## config.mk

```make
export PLATFORM = sky130hd
export DESIGN_NAME = scan_scheduler
export DESIGN_NICKNAME = d
export VERILOG_FILES = /design/src/rtl/scan_pkg.sv /design/src/rtl/wait_timer.sv /design/src/rtl/scan_scheduler.sv
export SDC_FILE = /design/constraint.sdc
export NUM_CORES = 1
export LEC_CHECK = 0
export ABC_AREA = 1
export BUFFER_PORTS_ARGS = -buffer_cell sky130_fd_sc_hd__buf_4
export CAP_MARGIN = 20
export CORE_MARGIN = 8
export CORE_UTILIZATION = 42
export CTS_BUF_LIST = sky130_fd_sc_hd__clkbuf_4 sky130_fd_sc_hd__clkbuf_8
export CTS_CLUSTER_DIAMETER = 60
export DETAILED_ROUTE_END_ITERATION = 8
export PLACE_DENSITY = 0.62
export SKIP_CTS_REPAIR_TIMING = 1
export SLEW_MARGIN = 25
export SYNTH_ARGS = -nofsm -noshare
export SYNTH_HDL_FRONTEND = slang
export SYNTH_SLANG_ARGS = --single-unit
```

## constraint.sdc

```tcl
create_clock -name clk -period 5.2 [get_ports clk]
set_input_delay 0.52 -clock clk [delete_from_list [all_inputs] [get_ports clk]]
set_output_delay 0.52 -clock clk [all_outputs]
set_load 0.005 [all_outputs]
```

## src/rtl/scan_pkg.sv

```systemverilog
`default_nettype none
// ============================================================================
// Module      : scan_pkg
// Description : Shared types and default constants for the scanner pair and
//               the scan scheduler (scanner state codes, scheduler FSM
//               states, fill thresholds and wait limit).
// Revision    : 1.0 - initial release
// ============================================================================
package scan_pkg;

    // Scanner state codes, shared with the scanner modules
    typedef enum logic [2:0] {
        LOW_PWR  = 3'd0,
        STBY     = 3'd1,
        SCANNING = 3'd2,
        IDLE     = 3'd3,
        FLUSHING = 3'd4
    } scan_state_e;

    // Scheduler FSM states
    typedef enum logic [2:0] {
        RUN   = 3'd0,
        WAKE  = 3'd1,
        START = 3'd2,
        DRAIN = 3'd3,
        FLUSH = 3'd4
    } sched_state_e;

    // Default thresholds (fill in percent) and wait-state limit (cycles)
    localparam logic [7:0]  c_stby_thresh_dflt = 8'd90;
    localparam logic [7:0]  c_rdy_thresh_dflt  = 8'd80;
    localparam int unsigned c_timeout_dflt     = 200;

endpackage
`default_nettype wire

```

## src/rtl/wait_timer.sv

```systemverilog
`default_nettype none
// ============================================================================
// Module      : wait_timer
// Description : Wait-state cycle counter. Clears on request, counts while
//               enabled, and flags the cycle whose increment would reach
//               TIMEOUT.
// Revision    : 1.0 - initial release
// ============================================================================
module wait_timer
    import scan_pkg::*;
#(
    parameter int unsigned TIMEOUT = c_timeout_dflt
) (
    input  logic clk,
    input  logic reset,
    input  logic clear,
    input  logic enable,
    output logic expired
);

    localparam int unsigned c_w = (TIMEOUT > 1) ? $clog2(TIMEOUT) : 1;
    localparam logic [c_w-1:0] c_last = c_w'(TIMEOUT - 1);
    localparam logic [c_w-1:0] c_one  = c_w'(1);

    logic [c_w-1:0] r_count;

    // Expiry fires on the enabled cycle that completes TIMEOUT counted cycles,
    // so the owner leaves the wait state after exactly TIMEOUT cycles.
    assign expired = enable && (r_count == c_last);

    // Count enabled cycles; restart from zero on clear
    always_ff @(posedge clk) begin
        if (reset || clear) begin
            r_count <= '0;
        end else if (enable && !expired) begin
            r_count <= r_count + c_one;
        end
    end

endmodule
`default_nettype wire

```

## src/rtl/scan_scheduler.sv

```systemverilog
`default_nettype none
// ============================================================================
// Module      : scan_scheduler
// Description : Sequencing controller for the primary/alternate scanner
//               pair. Hands scan duty from the filling scanner (A) to the
//               dormant one (B) and grants the shared downlink flush to A.
//               FSM logic is written once against A/B and muxed by active.
// Revision    : 1.0 - initial release
// ============================================================================
module scan_scheduler
    import scan_pkg::*;
#(
    parameter logic [7:0]  STBY_THRESH = c_stby_thresh_dflt,
    parameter logic [7:0]  RDY_THRESH  = c_rdy_thresh_dflt,
    parameter int unsigned TIMEOUT     = c_timeout_dflt
) (
    input  logic        clk,
    input  logic        reset,
    input  logic [2:0]  prim_state,
    input  logic [2:0]  alt_state,
    input  logic [7:0]  prim_mem_used,
    input  logic [7:0]  alt_mem_used,
    input  logic        link_busy,
    output logic        prim_goto_stby,
    output logic        alt_goto_stby,
    output logic        prim_start_scan,
    output logic        alt_start_scan,
    output logic        prim_flush,
    output logic        alt_flush,
    output logic        active,
    output logic [15:0] flush_count,
    output logic        error
);

    sched_state_e r_state;
    sched_state_e w_next;

    logic [2:0]  w_a_state;
    logic [2:0]  w_b_state;
    logic [7:0]  w_a_mem;

    logic        w_goto_b;
    logic        w_start_b;
    logic        w_flush_a;
    logic        w_done;
    logic        w_timeout;
    logic        w_grant;

    logic        w_clear;
    logic        w_enable;
    logic        w_expired;

    logic        r_active;
    logic        r_prim_goto;
    logic        r_alt_goto;
    logic        r_prim_start;
    logic        r_alt_start;
    logic        r_prim_flush;
    logic        r_alt_flush;
    logic [15:0] r_flush_count;
    logic        r_error;

    // A is the scanner owning scan duty, B the other one
    assign w_a_state = r_active ? alt_state     : prim_state;
    assign w_b_state = r_active ? prim_state    : alt_state;
    assign w_a_mem   = r_active ? alt_mem_used  : prim_mem_used;

    // Flush is legal from scanning or from idle (a full scanner parks in idle)
    assign w_grant = (w_a_mem >= RDY_THRESH) && !link_busy &&
                     ((w_a_state == SCANNING) || (w_a_state == IDLE));

    // Timer restarts on every state change; a busy link in DRAIN is not
    // counted against the wait limit.
    assign w_clear  = (w_next != r_state);
    assign w_enable = (r_state != RUN) && !((r_state == DRAIN) && link_busy);

    wait_timer #(
        .TIMEOUT (TIMEOUT)
    ) u_wait_timer (
        .clk     (clk),
        .reset   (reset),
        .clear   (w_clear),
        .enable  (w_enable),
        .expired (w_expired)
    );

    // FSM state register
    always_ff @(posedge clk) begin
        if (reset) begin
            r_state <= RUN;
        end else begin
            r_state <= w_next;
        end
    end

    // Next-state and A/B action decode; timeout takes priority in wait states
    always_comb begin
        w_next    = r_state;
        w_goto_b  = 1'b0;
        w_start_b = 1'b0;
        w_flush_a = 1'b0;
        w_done    = 1'b0;
        w_timeout = 1'b0;
        case (r_state)
            RUN: begin
                if ((w_a_mem >= STBY_THRESH) && (w_b_state == LOW_PWR)) begin
                    w_goto_b = 1'b1;
                    w_next   = WAKE;
                end
            end
            WAKE: begin
                if (w_expired) begin
                    w_timeout = 1'b1;
                    w_next    = RUN;
                end else if (w_b_state == STBY) begin
                    w_start_b = 1'b1;
                    w_next    = START;
                end
            end
            START: begin
                if (w_expired) begin
                    w_timeout = 1'b1;
                    w_next    = RUN;
                end else if (w_b_state == SCANNING) begin
                    w_next = DRAIN;
                end
            end
            DRAIN: begin
                if (w_expired) begin
                    w_timeout = 1'b1;
                    w_next    = RUN;
                end else if (w_a_state == FLUSHING) begin
                    // A started an auto-flush on its own: treat as granted
                    w_next = FLUSH;
                end else if (w_grant) begin
                    w_flush_a = 1'b1;
                    w_next    = FLUSH;
                end
            end
            FLUSH: begin
                if (w_expired) begin
                    w_timeout = 1'b1;
                    w_next    = RUN;
                end else if (w_a_state == LOW_PWR) begin
                    w_done = 1'b1;
                    w_next = RUN;
                end
            end
            default: begin
                w_next = RUN;
            end
        endcase
    end

    // Registered pulses steered to prim/alt, plus ownership, count and error
    always_ff @(posedge clk) begin
        if (reset) begin
            r_active      <= 1'b0;
            r_prim_goto   <= 1'b0;
            r_alt_goto    <= 1'b0;
            r_prim_start  <= 1'b0;
            r_alt_start   <= 1'b0;
            r_prim_flush  <= 1'b0;
            r_alt_flush   <= 1'b0;
            r_flush_count <= 16'd0;
            r_error       <= 1'b0;
        end else begin
            r_prim_goto  <= w_goto_b  &  r_active;
            r_alt_goto   <= w_goto_b  & ~r_active;
            r_prim_start <= w_start_b &  r_active;
            r_alt_start  <= w_start_b & ~r_active;
            r_prim_flush <= w_flush_a & ~r_active;
            r_alt_flush  <= w_flush_a &  r_active;
            if (w_done) begin
                r_active      <= ~r_active;
                r_flush_count <= r_flush_count + 16'd1;
            end
            if (w_timeout) begin
                r_error <= 1'b1;
            end
        end
    end

    assign prim_goto_stby  = r_prim_goto;
    assign alt_goto_stby   = r_alt_goto;
    assign prim_start_scan = r_prim_start;
    assign alt_start_scan  = r_alt_start;
    assign prim_flush      = r_prim_flush;
    assign alt_flush       = r_alt_flush;
    assign active          = r_active;
    assign flush_count     = r_flush_count;
    assign error           = r_error;

endmodule
`default_nettype wire

```

==> flow_metrics.tcl, run 1 <==
set metrics [dict create \
    status "finished clean" \
    numCtsBuffers 5 \
    crit_chain "inv_6 > nand2_2 > nand2_1 > nor2_4 > nand2_2 > nor2_4 > nand2_4 > nor3_2 > nand2_1 > clkinv_1 > nand2_1 > a21oi_1" \
    synth_warnings 0 \
    hold_viol_final 0 \
    drc 0 \
    top_level_ports 49 \
    diodes 0 \
    avgSynthCellArea_um2 6.88 \
    critPathMaxFanout 18 \
    final_common_cell "nand2_1" \
    dieArea_um2 7630 \
    synth_cell_types 37 \
    report.final.slew_viol_count 0 \
    dp_hpwl_mm 3.87 \
    cpPeakStageDelay_ns 0.76 \
    max-cap-violations 0 \
    fin_crit_ns 2.20 \
    clk_pin_slew_ns 0.07 \
    power.total_mw 0.538 \
    crit_top_cell "nand2_1" \
    worst_clock_skew_ns 0.00541 \
    cp.arrival_ns 2.42 \
    track_usage 0.142 \
    num_vias 1999 \
    first_pass_iters 4 \
    synth_area_um2 2140 \
    period_share 0.423 \
    leakage_nw 1.19 \
    yosysSeqAreaShare 0.328 \
    placed_area_um2 2540 \
    dr.first_iter.drc_count 78 \
    synth_cells 311 \
    cts_tree "yes" \
    fmax_mhz 455 \
    antenna_left 0 \
    htreeDepth 2 \
    yosysTopAreaCell "dfxtp_1" \
    synth-main-ff-cell "dfxtp_1" \
    worst_pin_slew_ns 0.688 \
    critical_path_buf_inv_count 2 \
    drt-total-wl_mm 4.95 \
    synth_top_area_share 0.328 \
    critPathRequiredTime_ns 5.42 \
    p_per_area_nw_per_um2 203 \
    grt_pass1_wl_mm 8.60 \
    setup_viol 0 \
    drive_gt1_frac 0.244 \
    peakVddDrop_v 0.000134 \
    root_buffer "clkbuf_8" \
    tns_ns 0 \
    antenna_found_initial 0 \
    setup_ws_ns 3.00 \
    avgRoutedWirePerCell_um 11.5 \
    synth.top_cells.by_area "dfxtp_1 33%, nand2_1 15%, inv_1 7.9%, nor2_1 5.4%, nor3_2 4.2%" \
    fin_nets 387 \
    synthesis.nets 338 \
    insertion_delay_ns 0.29 \
    die_y_um 87.4 \
    min_path_type "flip-flop to flip-flop" \
    numClockSinks 35 \
    relSlewSlack 0.540 \
    gp_congestion 0.815 \
    syn_to_final_growth_pct 23.6 \
    grt_overflow 0 \
    grt_setup_unrepaired "no" \
    critPathTopFamily "simple AND/OR/NAND/NOR gates" \
    start_util 0.427 \
    fin_area_um2 2640 \
    cp-end-kind "flip-flop" \
    clockBufferDepth 2 \
    first_global_vias 1956 \
    grt_max_degree 19 \
    synth_seq_cells 35 \
    synthArstFlopShare 0 \
    holdWs_ns 0.487 \
    die_w_um 87.4 \
    critPathSlowestCell "dfxtp_1" \
    setup.worst_path.class "flip-flop to flip-flop" \
    fp.coreArea_um2 5010 \
    vias_per_cell 4.64 \
    num_rows 26 \
    numPortBuffers 46 \
    pre_cts_slack_ns 3.01 \
    synth_edf_count 0 \
    layout.cells.most_common_list "83 x nand2_1, 46 x buf_4, 45 x inv_1" \
    startpoint_type "flip-flop" \
]
[synthesized netlist by cell type, types with 3 or more instances]
cell,number
nand2_1,83
inv_1,45
dfxtp_1,35
nor2_1,31
a21oi_1,16
nand3_1,13
nor3_2,9
o21ai_0,9
xor2_1,8
nand2_2,6
nand4_1,6
nor3_1,6
nand2_4,5
nor4_1,4
xnor2_1,4
nor2_4,3
[layer usage]
metal,up-vias,global-route usage,share of wire
li1,1076,-,-
met4,0,0.0656,0.016
met3,6,0.0434,0.049
met1,885,0.160,0.46
met5,-,0,0
met2,32,0.238,0.48
[registers in the layout, indices dropped and copies added (netlist names)]
name	flops
alt_start_scan	1
prim_flush	1
alt_goto_stby	1
r_state	3
prim_start_scan	1
active	1
prim_goto_stby	1
flush_count	16
error	1
alt_flush	1
u_wait_timer.r_count	8
[power breakdown]
part           internal, mW  switching [mW]  leakage (nW)  total [mW]
logic                0.0205          0.0260         0.851      0.0465
registers             0.269         0.00115         0.282       0.270
clock network         0.126          0.0951        0.0549       0.221
[worst min-delay path: stages, from the launching register on]
cell	delay (ns)
dfxtp_1	0.34
nor2_1	0.05
nor2_1	0.07
[final timing paths]
path                            depth (start not counted)  slack [ns]    from              to
worst max-delay path                                   12        3.00  active  flush_count[6]
worst min-delay path                                    2        0.49   error           error
worst max register to register                         12        3.00  active  flush_count[6]
worst min register to register                          2        0.49   error           error
[cell type report]
class	count	area (µm²)
repair buffers	46	345
clock buffers	8	104
fillers	542	2370
multi-input cells	222	1210
flip-flops and latches	35	701
well taps	70	87.6
inverters	50	193
[metrics by stage]
stage / util / std cells
finish: 0.528 / 431
global route: 0.528 / 431
CTS: 0.528 / 431
detailed placement: 0.507 / 423
global placement: 0.507 / 423
floorplan: - / 311
[kinds of logic (layout without fill, tap and decap cells)]
| kind of cell | count (synthesis) | after routing | share of synthesized area |
|---|---|---|---|
| muxes | 2 | 2 | 0.00995 |
| and+or+nand+nor | 172 | 172 | 0.407 |
| DFF | 35 | 35 | 0.328 |
| buffers and inverters | 54 | 104 | 0.105 |
| AOI/OAI and AO/OA | 34 | 34 | 0.0901 |
| xor gates and xnor gates | 12 | 12 | 0.0492 |
| adders and majority gates | 2 | 2 | 0.0117 |
Power figures use the tool's default switching activity.
==> run 2: changes to the inputs <==
--- a/config.mk
+++ b/config.mk
@@ -5,7 +5,7 @@
 export SDC_FILE = /design/constraint.sdc
 export NUM_CORES = 1
 export LEC_CHECK = 0
-export ABC_AREA = 1
+export ABC_AREA = 0
 export BUFFER_PORTS_ARGS = -buffer_cell sky130_fd_sc_hd__buf_4
 export CAP_MARGIN = 20
 export CORE_MARGIN = 8
@@ -13,7 +13,7 @@
 export CTS_BUF_LIST = sky130_fd_sc_hd__clkbuf_4 sky130_fd_sc_hd__clkbuf_8
 export CTS_CLUSTER_DIAMETER = 60
 export DETAILED_ROUTE_END_ITERATION = 8
-export PLACE_DENSITY = 0.62
+export PLACE_DENSITY = 0.65
 export SKIP_CTS_REPAIR_TIMING = 1
 export SLEW_MARGIN = 25
 export SYNTH_ARGS = -nofsm -noshare
==> constraint.sdc (replaced) <==
create_clock -name clk -period 1.9 [get_ports clk]
set_input_delay 0.19 -clock clk [delete_from_list [all_inputs] [get_ports clk]]
set_output_delay 0.19 -clock clk [all_outputs]
set_load 0.005 [all_outputs]
==> flow_metrics.tcl, run 2 <==
set metrics [dict create \
    synth_top_area_share 0.374 \
    antenna_left 0 \
    num_vias 1949 \
    synth_cells 217 \
    synth_most_common_cell "dfxtp_1" \
    fill_cells 362 \
    dp_hpwl_mm 3.88 \
    synth_seq_cells 35 \
    cp.arrival_ns 2.33 \
    cts_tree "yes" \
    report.final.slew_viol_count 0 \
    peakVddDrop_v 0.000548 \
    fp.coreArea_um2 4320 \
    diodes 0 \
    root_buffer "clkbuf_8" \
    period_share 1.12 \
    fin_area_um2 2940 \
    die_w_um 82.8 \
    synthesis.nets 244 \
    antenna_found_initial 0 \
    first_global_vias 1847 \
    grt_setup_unrepaired "yes" \
    avgSynthCellArea_um2 8.63 \
    largest_register_ffs 16 \
    setup_ws_ns -0.221 \
    grt_overflow 0 \
    r2r_cells 7 \
    htreeDepth 2 \
    cpPeakStageDelay_ns 0.41 \
    final_common_cell "buf_4" \
    finalNonFillerCells 361 \
    p_per_area_nw_per_um2 481 \
    setup_viol 21 \
    synthArstFlopShare 0 \
    critPathRequiredTime_ns 2.11 \
    critPathMaxFanout 6 \
    clockBufferDepth 2 \
    layout.cells.most_common_list "84 x buf_4, 31 x dfxtp_1, 21 x nor2_1" \
    syn_to_final_growth_pct 56.8 \
    gp_congestion 0.808 \
    max-cap-violations 0 \
    start_util 0.433 \
    critPathSlowestCell "or3_1" \
    fin_crit_ns 2.12 \
    power.total_mw 1.41 \
    crit_chain "buf_6 > nor4bb_1 > or3_1 > a221o_1 > o311a_1 > or3_4 > nor3_2" \
    worst_clock_skew_ns 0.00650 \
    first_pass_iters 4 \
    track_usage 0.156 \
    ys_top_cells_by_count "35 x dfxtp_1, 23 x nor2_1, 17 x nor3_1, 13 x or3_1, 13 x xnor2_1" \
    synth_cell_types 47 \
    clk_pin_slew_ns 0.07 \
    dpl.cell_count 348 \
    holdWs_ns 0.279 \
    num_rows 24 \
    numPortBuffers 46 \
    synth_warnings 0 \
    violations "setup timing" \
    tns_ns -2.93 \
    insertion_delay_ns 0.29 \
    setup.worst_path.class "flip-flop to flip-flop" \
    numClockSinks 35 \
    grt_pass1_wl_mm 8.33 \
    vias_per_cell 5.40 \
    status "complete, but fails checks" \
    placed_area_um2 2570 \
    die_y_um 82.8 \
    avgRoutedWirePerCell_um 15.3 \
    synth.top_cells.by_area "dfxtp_1 37%, xnor2_1 6.1%, nor2_1 4.6%, nor3_1 4.5%, or3_1 4.3%" \
    drt-total-wl_mm 5.54 \
    top_level_ports 49 \
    leakage_nw 1.17 \
    synth_area_um2 1870 \
    synth_edf_count 0 \
    synth-main-ff-cell "dfxtp_1" \
    yosysTopAreaCell "dfxtp_1" \
    hold_viol_final 0 \
    fmax_mhz 471 \
    relSlewSlack 0.612 \
    fin_nets 335 \
    worst_pin_slew_ns 0.574 \
    numCtsBuffers 5 \
    startpoint_type "flip-flop" \
    drive_gt1_frac 0.460 \
    grt_max_degree 34 \
    dr.first_iter.drc_count 124 \
    drc 0 \
    min_path_type "primary input to flip-flop" \
    dieArea_um2 6850 \
    pre_cts_slack_ns -0.254 \
    yosysSeqAreaShare 0.374 \
    cp-end-kind "flip-flop" \
    post-route-util 0.679 \
    hold_depth 2 \
]
==> run 2: layout make-up <==
class                   instances  area [µm²]  share of cell area
clock buffers                   6        76.3              0.0260
well taps                      52        65.1              0.0222
repair buffers                 95         763               0.260
multi-input cells             163        1280               0.435
clock inverters                 2        12.5             0.00426
flip-flops and latches         35         713               0.243
inverters                       8        30.0              0.0102
==> run 2: final timing paths <==
| kind | startpoint | endpoint | slack (ns) |
|---|---|---|---|
| worst min-delay path | reset | flush_count[1] | 0.28 |
| worst max-delay path | active | u_wait_timer.r_count[0] | -0.22 |
| worst max register to register | active | u_wait_timer.r_count[0] | -0.22 |
| worst min register to register | error | error | 0.49 |
==> run 2: where the power goes <==
| group | switching [mW] | internal [mW] | leakage [nW] |
|---|---|---|---|
| sequential | 0.00359 | 0.733 | 0.285 |
| clock | 0.264 | 0.270 | 0.0446 |
| combinational | 0.0691 | 0.0734 | 0.843 |
| total | 0.337 | 1.08 | 1.17 |
==> run 2: kinds of logic after synthesis <==
family                     Yosys count  synth area share
AOI/OAI and AO/OA                   35             0.134
muxes                                4            0.0240
and+or+nand+nor                    103             0.306
DFF                                 35             0.374
buffers and inverters               19            0.0561
adders and majority gates            2            0.0134
xor gates and xnor gates            19            0.0929
==> run 2: routing by layer <==
metal	vias to the layer above	share of wire	global-route usage
li1	968	-	-
met1	935	0.45	0.199
met2	38	0.49	0.248
met3	8	0.045	0.0334
met4	0	0.012	0.0621
met5	-	0	0
==> run 2: worst max-delay path, delay by kind of cell (launching register included) <==
family	cells	cell delay, ns
flops	1	0.37
simple gates	4	1.05
compound gates	2	0.51
buf+inv	1	0.12
==> run 3: changes to the inputs <==
--- a/config.mk
+++ b/config.mk
@@ -5,7 +5,7 @@
 export SDC_FILE = /design/constraint.sdc
 export NUM_CORES = 1
 export LEC_CHECK = 0
-export ABC_AREA = 0
+export ABC_AREA = 1
 export BUFFER_PORTS_ARGS = -buffer_cell sky130_fd_sc_hd__buf_4
 export CAP_MARGIN = 20
 export CORE_MARGIN = 8
@@ -13,7 +13,7 @@
 export CTS_BUF_LIST = sky130_fd_sc_hd__clkbuf_4 sky130_fd_sc_hd__clkbuf_8
 export CTS_CLUSTER_DIAMETER = 60
 export DETAILED_ROUTE_END_ITERATION = 8
-export PLACE_DENSITY = 0.65
+export PLACE_DENSITY = 0.64
 export SKIP_CTS_REPAIR_TIMING = 1
 export SLEW_MARGIN = 25
 export SYNTH_ARGS = -nofsm -noshare
==> constraint.sdc (replaced) <==
create_clock -name clk -period 1.7 [get_ports clk]
set_input_delay 0.17 -clock clk [delete_from_list [all_inputs] [get_ports clk]]
set_output_delay 0.17 -clock clk [all_outputs]
set_load 0.005 [all_outputs]
==> flow_metrics.tcl, run 3 (synthesis results as in run 1) <==
set metrics [dict create \
    status "complete, but fails checks" \
    violations "setup timing" \
    crit_top_cell "nand2_2" \
    htreeDepth 2 \
    clockBufferDepth 2 \
    fin_crit_ns 1.75 \
    clk_pin_slew_ns 0.08 \
    layout.cells.most_common_list "79 x buf_4, 74 x nand2_1, 45 x inv_1" \
    critical_path_buf_inv_count 3 \
    cpPeakStageDelay_ns 0.37 \
    insertion_delay_ns 0.29 \
    diodes 0 \
    p_per_area_nw_per_um2 572 \
    vias_per_cell 4.65 \
    first_global_vias 1948 \
    leakage_nw 1.43 \
    p_int_mw 1.34 \
    drc 0 \
    peakVddDrop_v 0.000530 \
    critPathSlowestCell "dfxtp_4" \
    grt_util_met3 0.0396 \
    dieArea_um2 7630 \
    syn_to_final_growth_pct 43.4 \
    grt_overflow 0 \
    startpoint_type "flip-flop" \
    track_usage 0.140 \
    top_usage_layer "met2" \
    start_util 0.427 \
    num_rows 26 \
    numClockSinks 35 \
    hold_start "reset" \
    switching_share 0.235 \
    drt-total-wl_mm 5.52 \
    grt_max_degree 14 \
    worst_pin_slew_ns 0.407 \
    largest_register_ffs 16 \
    cp.arrival_ns 1.98 \
    min_path_type "primary input to flip-flop" \
    hold_depth 2 \
    die_y_um 87.4 \
    critPathTopFamily "simple AND/OR/NAND/NOR gates" \
    crit_chain "buf_6 > inv_4 > nand2_2 > nand2_2 > nor2_4 > nand2_2 > nor2_4 > nand2_4 > nor3_4 > nand2_2 > clkinv_1 > nand2_1 > a21oi_1" \
    first_pass_iters 4 \
    clkPwrFrac 0.429 \
    root_buffer "clkbuf_8" \
    fin_nets 426 \
    antenna_left 0 \
    regToRegSetupSlack_ns -0.05 \
    worstHoldEndpoint "flush_count[14]" \
    fp.coreArea_um2 5010 \
    grt_pass1_wl_mm 8.45 \
    cp.depth 13 \
    grt_setup_unrepaired "yes" \
    worst_clock_skew_ns 0.00730 \
    fmax_mhz 571 \
    pre_cts_slack_ns -0.0987 \
    tns_ns -0.0894 \
    period_share 1.03 \
    setup_ws_ns -0.0509 \
    dp_hpwl_mm 4.11 \
    antenna_found_initial 0 \
    grt.met1_usage 0.162 \
    die_w_um 87.4 \
    r2r_cells 13 \
    relSlewSlack 0.726 \
    numPortBuffers 46 \
    fill_cells 485 \
    max-cap-violations 0 \
    critPathMaxFanout 7 \
    r2r_start "active" \
    p_seq_frac 0.469 \
    setup_viol 6 \
    gp_congestion 0.870 \
    top_level_ports 49 \
    p_comb_frac 0.101 \
    use_met2 0.241 \
    switchingPower_mw 0.413 \
    final_common_cell "buf_4" \
    hold_viol_final 0 \
    drive_gt1_frac 0.373 \
    report.final.slew_viol_count 0 \
    worstReg2RegEnd "flush_count[8]" \
    cp-end-kind "flip-flop" \
    setup.worst_path.class "flip-flop to flip-flop" \
    dr.first_iter.drc_count 84 \
    critPathRequiredTime_ns 1.92 \
    numCtsBuffers 5 \
    cts_tree "yes" \
    avgRoutedWirePerCell_um 11.7 \
    num_vias 2185 \
]
==> run 3: through the flow <==
step,area [µm²],util,total power [mW],hold WS (ns),cells
final,3070,0.612,1.75,0.152,470
after floorplan,2140,-,0.930,0.248,311
after detailed placement,2790,0.556,1.01,0.463,456
after global placement,2790,0.556,1.00,0.460,456
after CTS,2900,0.579,1.76,0.140,464
after global routing,3070,0.612,1.84,0.148,470
==> run 3: power by group through the flow <==
stage	sequential [mW]	clock [mW]	combinational, mW
floorplan	0.845	0	0.0856
global placement	0.844	0	0.160
detailed placement	0.844	0	0.162
CTS	0.825	0.772	0.163
global route	0.824	0.821	0.195
finish	0.823	0.754	0.178
==> run 3: metal layers <==
metal,routed length (µm),vias to the layer above,share of wire
met1,2470,989,0.45
met2,2780,32,0.50
met4,65,0,0.012
met3,203,5,0.037
met5,0,-,0
li1,-,1159,-
==> run 3: final cells by class <==
class	count	area, µm²	share of cell area
clock buffers	5	68.8	0.0224
clock inverters	3	43.8	0.0143
inverters	50	195	0.0637
multi-input cells	222	1310	0.427
flip-flops and latches	35	707	0.231
well taps	70	87.6	0.0286
repair buffers	84	649	0.212
repair inverters	1	6.26	0.00204
==> run 3: worst max-delay path by stage <==
stage | start | to | slack, ns
6_report | active | flush_count[8] | -0.05
3_5_place_dp | u_wait_timer.r_count[0] | u_wait_timer.r_count[5] | -0.1
4_1_cts | u_wait_timer.r_count[0] | u_wait_timer.r_count[5] | -0.12
2_1_floorplan | u_wait_timer.r_count[0] | flush_count[0] | 0.06
3_3_place_gp | u_wait_timer.r_count[0] | u_wait_timer.r_count[4] | -0.05
5_1_grt | active | flush_count[11] | -0.17
